==> src/rtl/pim_mac_seq.sv <==
`default_nettype none
// ============================================================================
// Module   : pim_mac_seq
// Purpose  : Bit-serial MAC job sequencer in front of the PIM CFU array.
//            Loads weight rows, issues MAC steps, returns the last response.
// Revision : 1.0 - initial release
// ============================================================================
module pim_mac_seq #(
    parameter int DWIDTH    = 32,
    parameter int FWIDTH    = 10,
    parameter int MAX_ROWS  = 256,
    parameter int ADDR_BASE = 0
) (
    input  logic              clk,
    input  logic              reset,
    input  logic              job_valid,
    output logic              job_ready,
    input  logic [8:0]        job_rows,
    input  logic [5:0]        job_steps,
    input  logic              row_valid,
    output logic              row_ready,
    input  logic [DWIDTH-1:0] row_data,
    output logic              pim_cmd_valid,
    input  logic              pim_cmd_ready,
    output logic [FWIDTH-1:0] pim_function_id,
    output logic [DWIDTH-1:0] pim_inputs_0,
    output logic [DWIDTH-1:0] pim_inputs_1,
    input  logic              pim_rsp_valid,
    output logic              pim_rsp_ready,
    input  logic [DWIDTH-1:0] pim_rsp_data,
    output logic              res_valid,
    input  logic              res_ready,
    output logic [DWIDTH-1:0] res_data,
    output logic              busy
);

    localparam logic [8:0]        c_MAX_ROWS  = 9'(MAX_ROWS);
    localparam logic [5:0]        c_MAX_STEPS = 6'd32;
    localparam logic [7:0]        c_ADDR_BASE = 8'(ADDR_BASE);
    localparam logic [FWIDTH-1:0] c_FID_WRITE = FWIDTH'(1);
    localparam logic [FWIDTH-1:0] c_FID_MAC   = FWIDTH'(2);

    typedef enum logic [2:0] {
        S_IDLE       = 3'd0,
        S_LOAD_GET   = 3'd1,
        S_LOAD_ISSUE = 3'd2,
        S_LOAD_WAIT  = 3'd3,
        S_MAC_ISSUE  = 3'd4,
        S_MAC_WAIT   = 3'd5,
        S_DONE       = 3'd6
    } state_t;

    state_t            r_state;
    state_t            w_next;
    logic [8:0]        r_rows;
    logic [5:0]        r_steps;
    logic [8:0]        r_row_idx;
    logic [5:0]        r_step_idx;
    logic [DWIDTH-1:0] r_row_data;
    logic [DWIDTH-1:0] r_result;

    logic [8:0]        w_rows_sat;
    logic [5:0]        w_steps_sat;
    logic [7:0]        w_addr;
    logic              w_row_last;
    logic              w_step_last;

    assign w_rows_sat  = (job_rows > c_MAX_ROWS) ? c_MAX_ROWS : job_rows;
    assign w_steps_sat = (job_steps > c_MAX_STEPS) ? c_MAX_STEPS : job_steps;
    assign w_addr      = c_ADDR_BASE + r_row_idx[7:0];
    assign w_row_last  = ((r_row_idx + 9'd1) == r_rows);
    assign w_step_last = ((r_step_idx + 6'd1) == r_steps);

    always_ff @(posedge clk or posedge reset) begin
        if (reset) begin
            r_state <= S_IDLE;
        end else begin
            r_state <= w_next;
        end
    end

    // Outputs decode straight from state so an async reset clears them at once
    always_comb begin
        w_next          = r_state;
        job_ready       = 1'b0;
        row_ready       = 1'b0;
        pim_cmd_valid   = 1'b0;
        pim_function_id = '0;
        pim_inputs_0    = '0;
        pim_inputs_1    = '0;
        pim_rsp_ready   = 1'b0;
        res_valid       = 1'b0;
        res_data        = '0;
        busy            = (r_state != S_IDLE);
        case (r_state)
            S_IDLE: begin
                job_ready = 1'b1;
                if (job_valid) begin
                    if (w_rows_sat != 9'd0)       w_next = S_LOAD_GET;
                    else if (w_steps_sat != 6'd0) w_next = S_MAC_ISSUE;
                    else                          w_next = S_DONE;
                end
            end
            S_LOAD_GET: begin
                row_ready = 1'b1;
                if (row_valid) w_next = S_LOAD_ISSUE;
            end
            S_LOAD_ISSUE: begin
                pim_cmd_valid   = 1'b1;
                pim_function_id = c_FID_WRITE;
                pim_inputs_0    = r_row_data;
                pim_inputs_1    = {{(DWIDTH-8){1'b0}}, w_addr};
                if (pim_cmd_ready) w_next = S_LOAD_WAIT;
            end
            S_LOAD_WAIT: begin
                pim_rsp_ready = 1'b1;
                if (pim_rsp_valid) begin
                    if (!w_row_last)           w_next = S_LOAD_GET;
                    else if (r_steps != 6'd0)  w_next = S_MAC_ISSUE;
                    else                       w_next = S_DONE;
                end
            end
            S_MAC_ISSUE: begin
                pim_cmd_valid   = 1'b1;
                pim_function_id = c_FID_MAC;
                if (pim_cmd_ready) w_next = S_MAC_WAIT;
            end
            S_MAC_WAIT: begin
                pim_rsp_ready = 1'b1;
                if (pim_rsp_valid) w_next = w_step_last ? S_DONE : S_MAC_ISSUE;
            end
            S_DONE: begin
                res_valid = 1'b1;
                res_data  = r_result;
                if (res_ready) w_next = S_IDLE;
            end
            default: w_next = S_IDLE;
        endcase
    end

    always_ff @(posedge clk or posedge reset) begin
        if (reset) begin
            r_rows     <= '0;
            r_steps    <= '0;
            r_row_idx  <= '0;
            r_step_idx <= '0;
            r_row_data <= '0;
            r_result   <= '0;
        end else begin
            case (r_state)
                S_IDLE: if (job_valid) begin
                    r_rows     <= w_rows_sat;
                    r_steps    <= w_steps_sat;
                    r_row_idx  <= '0;
                    r_step_idx <= '0;
                    r_result   <= '0;
                end
                S_LOAD_GET:  if (row_valid)     r_row_data <= row_data;
                S_LOAD_WAIT: if (pim_rsp_valid) r_row_idx  <= r_row_idx + 9'd1;
                S_MAC_WAIT: if (pim_rsp_valid) begin
                    r_result   <= pim_rsp_data;
                    r_step_idx <= r_step_idx + 6'd1;
                end
                default: ;
            endcase
        end
    end

endmodule
`default_nettype wire

==> config.mk <==
export PLATFORM = sky130hd
export DESIGN_NAME = pim_mac_seq
export DESIGN_NICKNAME = d
export VERILOG_FILES = /design/src/rtl/pim_mac_seq.sv
export SDC_FILE = /design/constraint.sdc
export NUM_CORES = 1
export LEC_CHECK = 0
export CORE_MARGIN = 10
export CORE_UTILIZATION = 30
export DETAILED_ROUTE_END_ITERATION = 12
export HOLD_SLACK_MARGIN = 0.03
export PLACE_DENSITY = 0.67
export SLEW_MARGIN = 20
export SYNTH_ARGS = -nofsm -noshare
export SYNTH_HDL_FRONTEND = slang
export SYNTH_SLANG_ARGS = --single-unit
==> constraint.sdc <==
create_clock -name clk -period 4.9 [get_ports clk]
set_input_delay 0.98 -clock clk [delete_from_list [all_inputs] [get_ports clk]]
set_output_delay 0.98 -clock clk [all_outputs]
set_load 0.005 [all_outputs]
==> flow_summary_export.csv, run 1 <==
group,metric,value,unit
clock_network,clk_latency,0.35,ns
power,p_per_area,460.8,nW/um^2
global_routing,antenna_found_initial,1,
clock_network,numCtsBuffers,9,
sta,fin_crit_sh,74.05,%
critical_path,reg2reg_setup_slack,2.46,ns
die,die_x,153.3,um
global_routing,grt_pass1_wl,24.44,mm
layout,final_common_cell,"clkdlybuf4s50_1",
logic_synthesis,synthDistinctLibCells,57,
placed_design,gp_congestion,0.7605,
layout,multi_input_area,2576,um^2
layout,drive_gt1_share,9.392,%
die,start_util,30.70,%
sta,finalSetupTns,0,ns
sta,fin_crit,3.629,ns
logic_synthesis,ys_seq_elements,97,
clock_network,hold_buffers,0,
logic_synthesis,yosysWarnings,0,
clock_network,post_cts_buffers,0,
critical_path,reg2reg_to,"r_step_idx[4]",
placed_design,post-dp-hpwl,11.09,mm
sta,fin_skew,0.006884,ns
global_routing,track_usage,12.65,%
sta,worstMarginPinSlew,1.030,ns
sta,grt_setup_unrepaired,"false",
logic_synthesis,syn-instance-count,578,
sta,finalHoldViolations,0,
layout,n_antenna_cell,0,
sta,max_slew_margin,31.24,%
critical_path,crit_chain,"nor2_2 > and2_1 > clkdlybuf4s50_1",
die,fp.dieH,153.3,um
min_path,hold_end,"r_row_data[20]",
power,finalPower,3.384,mW
power,ir_drop,0.2119,mV
placed_design,port_buffers,165,
routing,wirelength,15.07,mm
logic_synthesis,yosysSeqAreaShare,45.55,%
critical_path,critical_path_class,"reg -> out",
critical_path,crit_path_start,"r_state[0]",
clock_network,cts.reportedPaths.clkPinSlew,0.07,ns
layout,layout.nets,807,
routing,wire_per_inst,15.88,um
layout,fillers,1708,
routing,drc,0,
layout,finish.utilization,42.31,%
die,core,17360,um^2
routing,ant_nets,0,
critical_path,endpoint_kind,"primary output",
global_routing,grt-ovfl-total,0,
critical_path,required,3.92,ns
die,rows,48,
min_path,min_path_cells,1,
clock_network,cts_tree,"built",
clock_network,cts.sinks,97,
logic_synthesis,synth_edf_count,0,
logic_synthesis,avgSynthCellArea,9.219,um^2
clock_network,cts_resized,0,
critical_path,slowest_delay,0.91,ns
routing,drtIter0Drc,274,
power,p_leak,3.154,nW
logic_synthesis,synth-async-reset-ratio,100.0,%
layout,layout_common_cells,"clkdlybuf4s50_1 (165), nand2_1 (98), dfrtp_1 (97)",
sta,final-setup-viol-count,0,
clock_network,clockBufferDepth,2,
routing,dr.pass1.iters,4,
logic_synthesis,synth_area,5329,um^2
sta,max_freq,275.6,MHz
die,dieArea,23490,um^2
clock_network,cts_htree_levels,3,
critical_path,arrival,2.65,ns
min_path,min_from,"r_row_data[20]",
global_routing,grt_pass1_vias,4408,
die,io_pins,198,
critical_path,worstPathMaxFanout,33,
critical_path,crit_slowest_cell,"nor2_2",
sta,slew_viol_final,0,
clock_network,root_buffer,"clkbuf_16",
critical_path,worstSetupStartpointType,"register",
routing,dr_total_vias,4367,
critical_path,r2r_start,"r_state[0]",
logic_synthesis,ys.flop_type,"dfrtp_1",
min_path,hold_class,"reg -> reg",
global_routing,grt_max_degree,56,
layout,area_delta_synth_final,37.80,%
layout,seqCellArea,2427,um^2
outcome,status,"completed",
critical_path,worst_r2r_path_depth,5,
run,maxCapViolations,0,
routing,vias_per_cell,4.602,
[worst max path at each step]
stage | depth (start not counted) | slack, ns | to
after detailed placement | 3 | 1.59 | res_data[5]
final | 3 | 1.27 | res_data[5]
after floorplan | 1 | 1.39 | r_result[0]
after global placement | 3 | 1.69 | res_data[29]
after global routing | 3 | 1.01 | res_data[5]
after CTS | 3 | 1.19 | res_data[5]
[state kept, by name, indices dropped and copies added (netlist names)]
signal and count:
r_result 32, r_row_data 32, r_row_idx 9, r_rows 9, r_state 3, r_step_idx 6, r_steps 6
[per-stage QoR]
stage | worst slack (ns) | cells | area (um^2) | hold slack [ns]
final | 1.271 | 949 | 7343 | 0.4974
after global placement | 1.691 | 933 | 6999 | 0.4799
after floorplan | 1.386 | 609 | 5445 | 0.4579
after detailed placement | 1.592 | 933 | 6999 | 0.4773
after global routing | 1.015 | 949 | 7343 | 0.5116
after CTS | 1.192 | 949 | 7343 | 0.5016
[logic make-up after synthesis]
group | after synthesis | synth area share (%)
other | 1 | 0.07037
muxes | 33 | 6.950
xor gates and xnor gates | 16 | 2.630
AOI/OAI and AO/OA | 75 | 8.735
and+or+nand+nor | 278 | 27.12
DFF | 97 | 45.55
buffers and inverters | 76 | 8.476
adders and majority gates | 2 | 0.4695
[power by group]
part	switching [mW]	leakage (nW)	internal [mW]
registers	0.230	1.24	1.11
logic	0.576	1.76	0.648
clock network	0.316	0.163	0.502
[synth_stat cells, types with 10 or more instances]
cell	n	share of area, %
and2_1	75	8.8
dfrtp_1	97	46
o21ai_0	35	3.3
nor2_1	11	0.77
nand2b_1	17	2.0
nand3_1	42	3.9
xnor2_1	11	1.8
mux2_2	32	6.8
nand2_1	99	7.0
buf_4	34	4.8
a21oi_1	10	0.94
clkbuf_1	25	1.8
[critical path: cells and delay by family, from the launching register on]
kind          cells  cell delay [ns]
simple gates      2             1.16
flops             1             0.63
buf+inv           1             0.51
[metal layers]
layer,up-vias,GRT usage (%),share of wire (%)
met5,-,0,0.093
met4,2,4.360,1.5
met3,15,5.107,9.5
met2,142,19.46,46
met1,2051,15.67,43
li1,2157,-,-
[area by class of cell]
type	instances	area share, %
multi-input combinational	436	35.08
inverter	4	0.2385
tap	225	3.834
clock buffer	10	3.118
clock inverter	6	1.568
timing repair buffer	171	23.10
sequential	97	33.06
Power figures use the tool's default switching activity.
==> inputs of run 2 (changes only) <==
- PLACE_DENSITY: 0.67 -> 0.69
- clock period: 4.9 -> 3 ns (I/O delays scaled with it)
==> run 2 against run 1 <==
Against the previous run: non-clock buffer count increased by 5; largest power group unchanged; cell area barely moved; cell count is 0.53% higher; worst hold slack got worse by 0.0085 ns; die area is the same; register-to-register slack got worse by 1.7 ns; sequential cell count is the same; global-route usage down 0.23 points; power increased by 59%; core utilization barely moved; highest routed layer unchanged; clock skew grew 0.0012 ns.
==> flow_summary_export.csv, run 2 (synthesis gave the netlist of run 1 again) <==
group,metric,value,unit
power,ir_drop,0.3064,mV
sta,final-setup-viol-count,0,
run,maxCapViolations,0,
clock_network,cts.sinks,97,
sta,fin_skew,0.008129,ns
power,finalPower,5.384,mW
global_routing,grt_pass1_vias,4325,
layout,layout.nets,812,
sta,max_slew_margin,47.22,%
routing,drc,0,
critical_path,required,2.40,ns
placed_design,post-dp-hpwl,11.21,mm
die,io_pins,198,
sta,finalSetupTns,0,ns
die,start_util,30.70,%
min_path,hold_class,"reg -> reg",
sta,worst_slack,0.2240,ns
layout,n_antenna_cell,0,
global_routing,grt-ovfl-total,0,
placed_design,port_buffers,165,
die,fp.dieH,153.3,um
clock_network,numCtsBuffers,9,
critical_path,worstPathMaxFanout,41,
layout,area_delta_synth_final,37.73,%
routing,topRoutingLayerUsed,"met5",
outcome,status,"completed",
clock_network,cts_tree,"built",
routing,wirelength,14.94,mm
global_routing,grt_pass1_wl,23.87,mm
critical_path,worstSetupStartpointType,"register",
power,p_leak,3.149,nW
clock_network,root_buffer,"clkbuf_16",
routing,vias_per_cell,4.583,
clock_network,cts_resized,0,
routing,dr_total_vias,4372,
die,core,17360,um^2
clock_network,cts.reportedPaths.clkPinSlew,0.07,ns
global_routing,grt_max_degree,58,
die,rows,48,
layout,stdcell_area,7340,um^2
routing,drtIter0Drc,231,
sta,worstMarginPinSlew,0.7917,ns
clock_network,clk_latency,0.35,ns
critical_path,cp_top_family,"buffers and inverters",
clock_network,post_cts_buffers,0,
routing,dr.pass1.iters,4,
sta,slew_viol_final,0,
layout,final_common_cell,"clkdlybuf4s50_1",
die,die_x,153.3,um
sta,finalHoldViolations,0,
clock_network,clockBufferDepth,2,
layout,layout_common_cells,"clkdlybuf4s50_1 (165), nand2_1 (98), dfrtp_1 (96)",
sta,grt_setup_unrepaired,"false",
routing,met2_length,6.877,mm
routing,dr_wl_met3,1.577,mm
placed_design,dpl-instance-area,7038,um^2
placed_design,pre_cts_slack,0.5232,ns
critical_path,crit_slowest_cell,"clkdlybuf4s50_1",
clock_network,hold_buffers,0,
clock_network,cts_htree_levels,3,
routing,ant_nets,0,
die,dieArea,23490,um^2
critical_path,cp_num_buf_inv,2,
routing,wl_met1,6.310,mm
layout,drive_gt1_share,10.15,%
global_routing,track_usage,12.42,%
critical_path,arrival,2.18,ns
placed_design,gp_congestion,0.7851,
critical_path,crit_chain,"nand2b_1 > nor2_2 > buf_6 > and2_1 > clkdlybuf4s50_1",
critical_path,critical_path_class,"reg -> out",
sta,fin_crit_sh,92.53,%
power,p_per_area,733.6,nW/um^2
sta,fin_crit,2.776,ns
global_routing,antenna_found_initial,1,
layout,largestRegisters,"r_result x32, r_row_data x32",
critical_path,slowest_delay,0.53,ns
sta,hold_slack,0.4890,ns
sta,max_freq,360.2,MHz
critical_path,endpoint_kind,"primary output",
routing,wire_per_inst,15.66,um
[run 2: cell types whose count changed in the layout (fill, tap and decap cells not counted)]
cell        delta
buf_4          +4
bufinv_16      -2
clkinvlp_4     +2
buf_6          +1
clkinv_2       +1
dfrtp_1        -1
dfrtp_2        +1
inv_4          -1
[run 2: path summary, 6_finish.rpt]
check | slack, ns | depth (start not counted) | from | endpoint
min reg2reg | 0.49 | 2 | r_result[16] | r_result[16]
max reg2reg | 0.73 | 7 | r_row_idx[0] | r_state[0]
min | 0.49 | 2 | r_result[16] | r_result[16]
max in group asynchronous | 1.61 | 3 | reset | r_state[1]
min in group asynchronous | 0.74 | 3 | reset | r_row_data[10]
max | 0.22 | 5 | r_state[2] | pim_inputs_0[14]
[run 2: cell type report]
class                   instances  area (um^2)
inverters                       4        18.77
well taps                     225        281.5
fillers                      1734        10020
clock inverters                 6        67.56
clock buffers                  10        229.0
repair buffers                176         1738
multi-input cells             436         2576
flip-flops and latches         97         2429
[run 2: worst min-delay path, stage by stage, from the launching register on]
cell     delay, ns
dfrtp_1       0.34
nand3_1       0.06
nand2_1       0.06
[run 2: metal layers]
metal | vias to the layer above | global-route usage (%)
met5 | - | 0
met4 | 2 | 3.224
met3 | 15 | 6.538
met2 | 135 | 19.44
met1 | 2056 | 14.59
li1 | 2164 | -
[run 2: metrics by stage]
stage / instances / utilization [%]
2_1_floorplan: 609 / -
3_3_place_gp: 938 / 40.55
3_5_place_dp: 938 / 40.55
4_1_cts: 954 / 42.26
5_1_grt: 954 / 42.29
6_report: 954 / 42.29
[run 2: report_power, final]
group	leakage, nW	internal, mW	switching, mW
clock	0.139	0.650	0.515
combinational	1.78	1.09	0.973
sequential	1.23	1.82	0.345
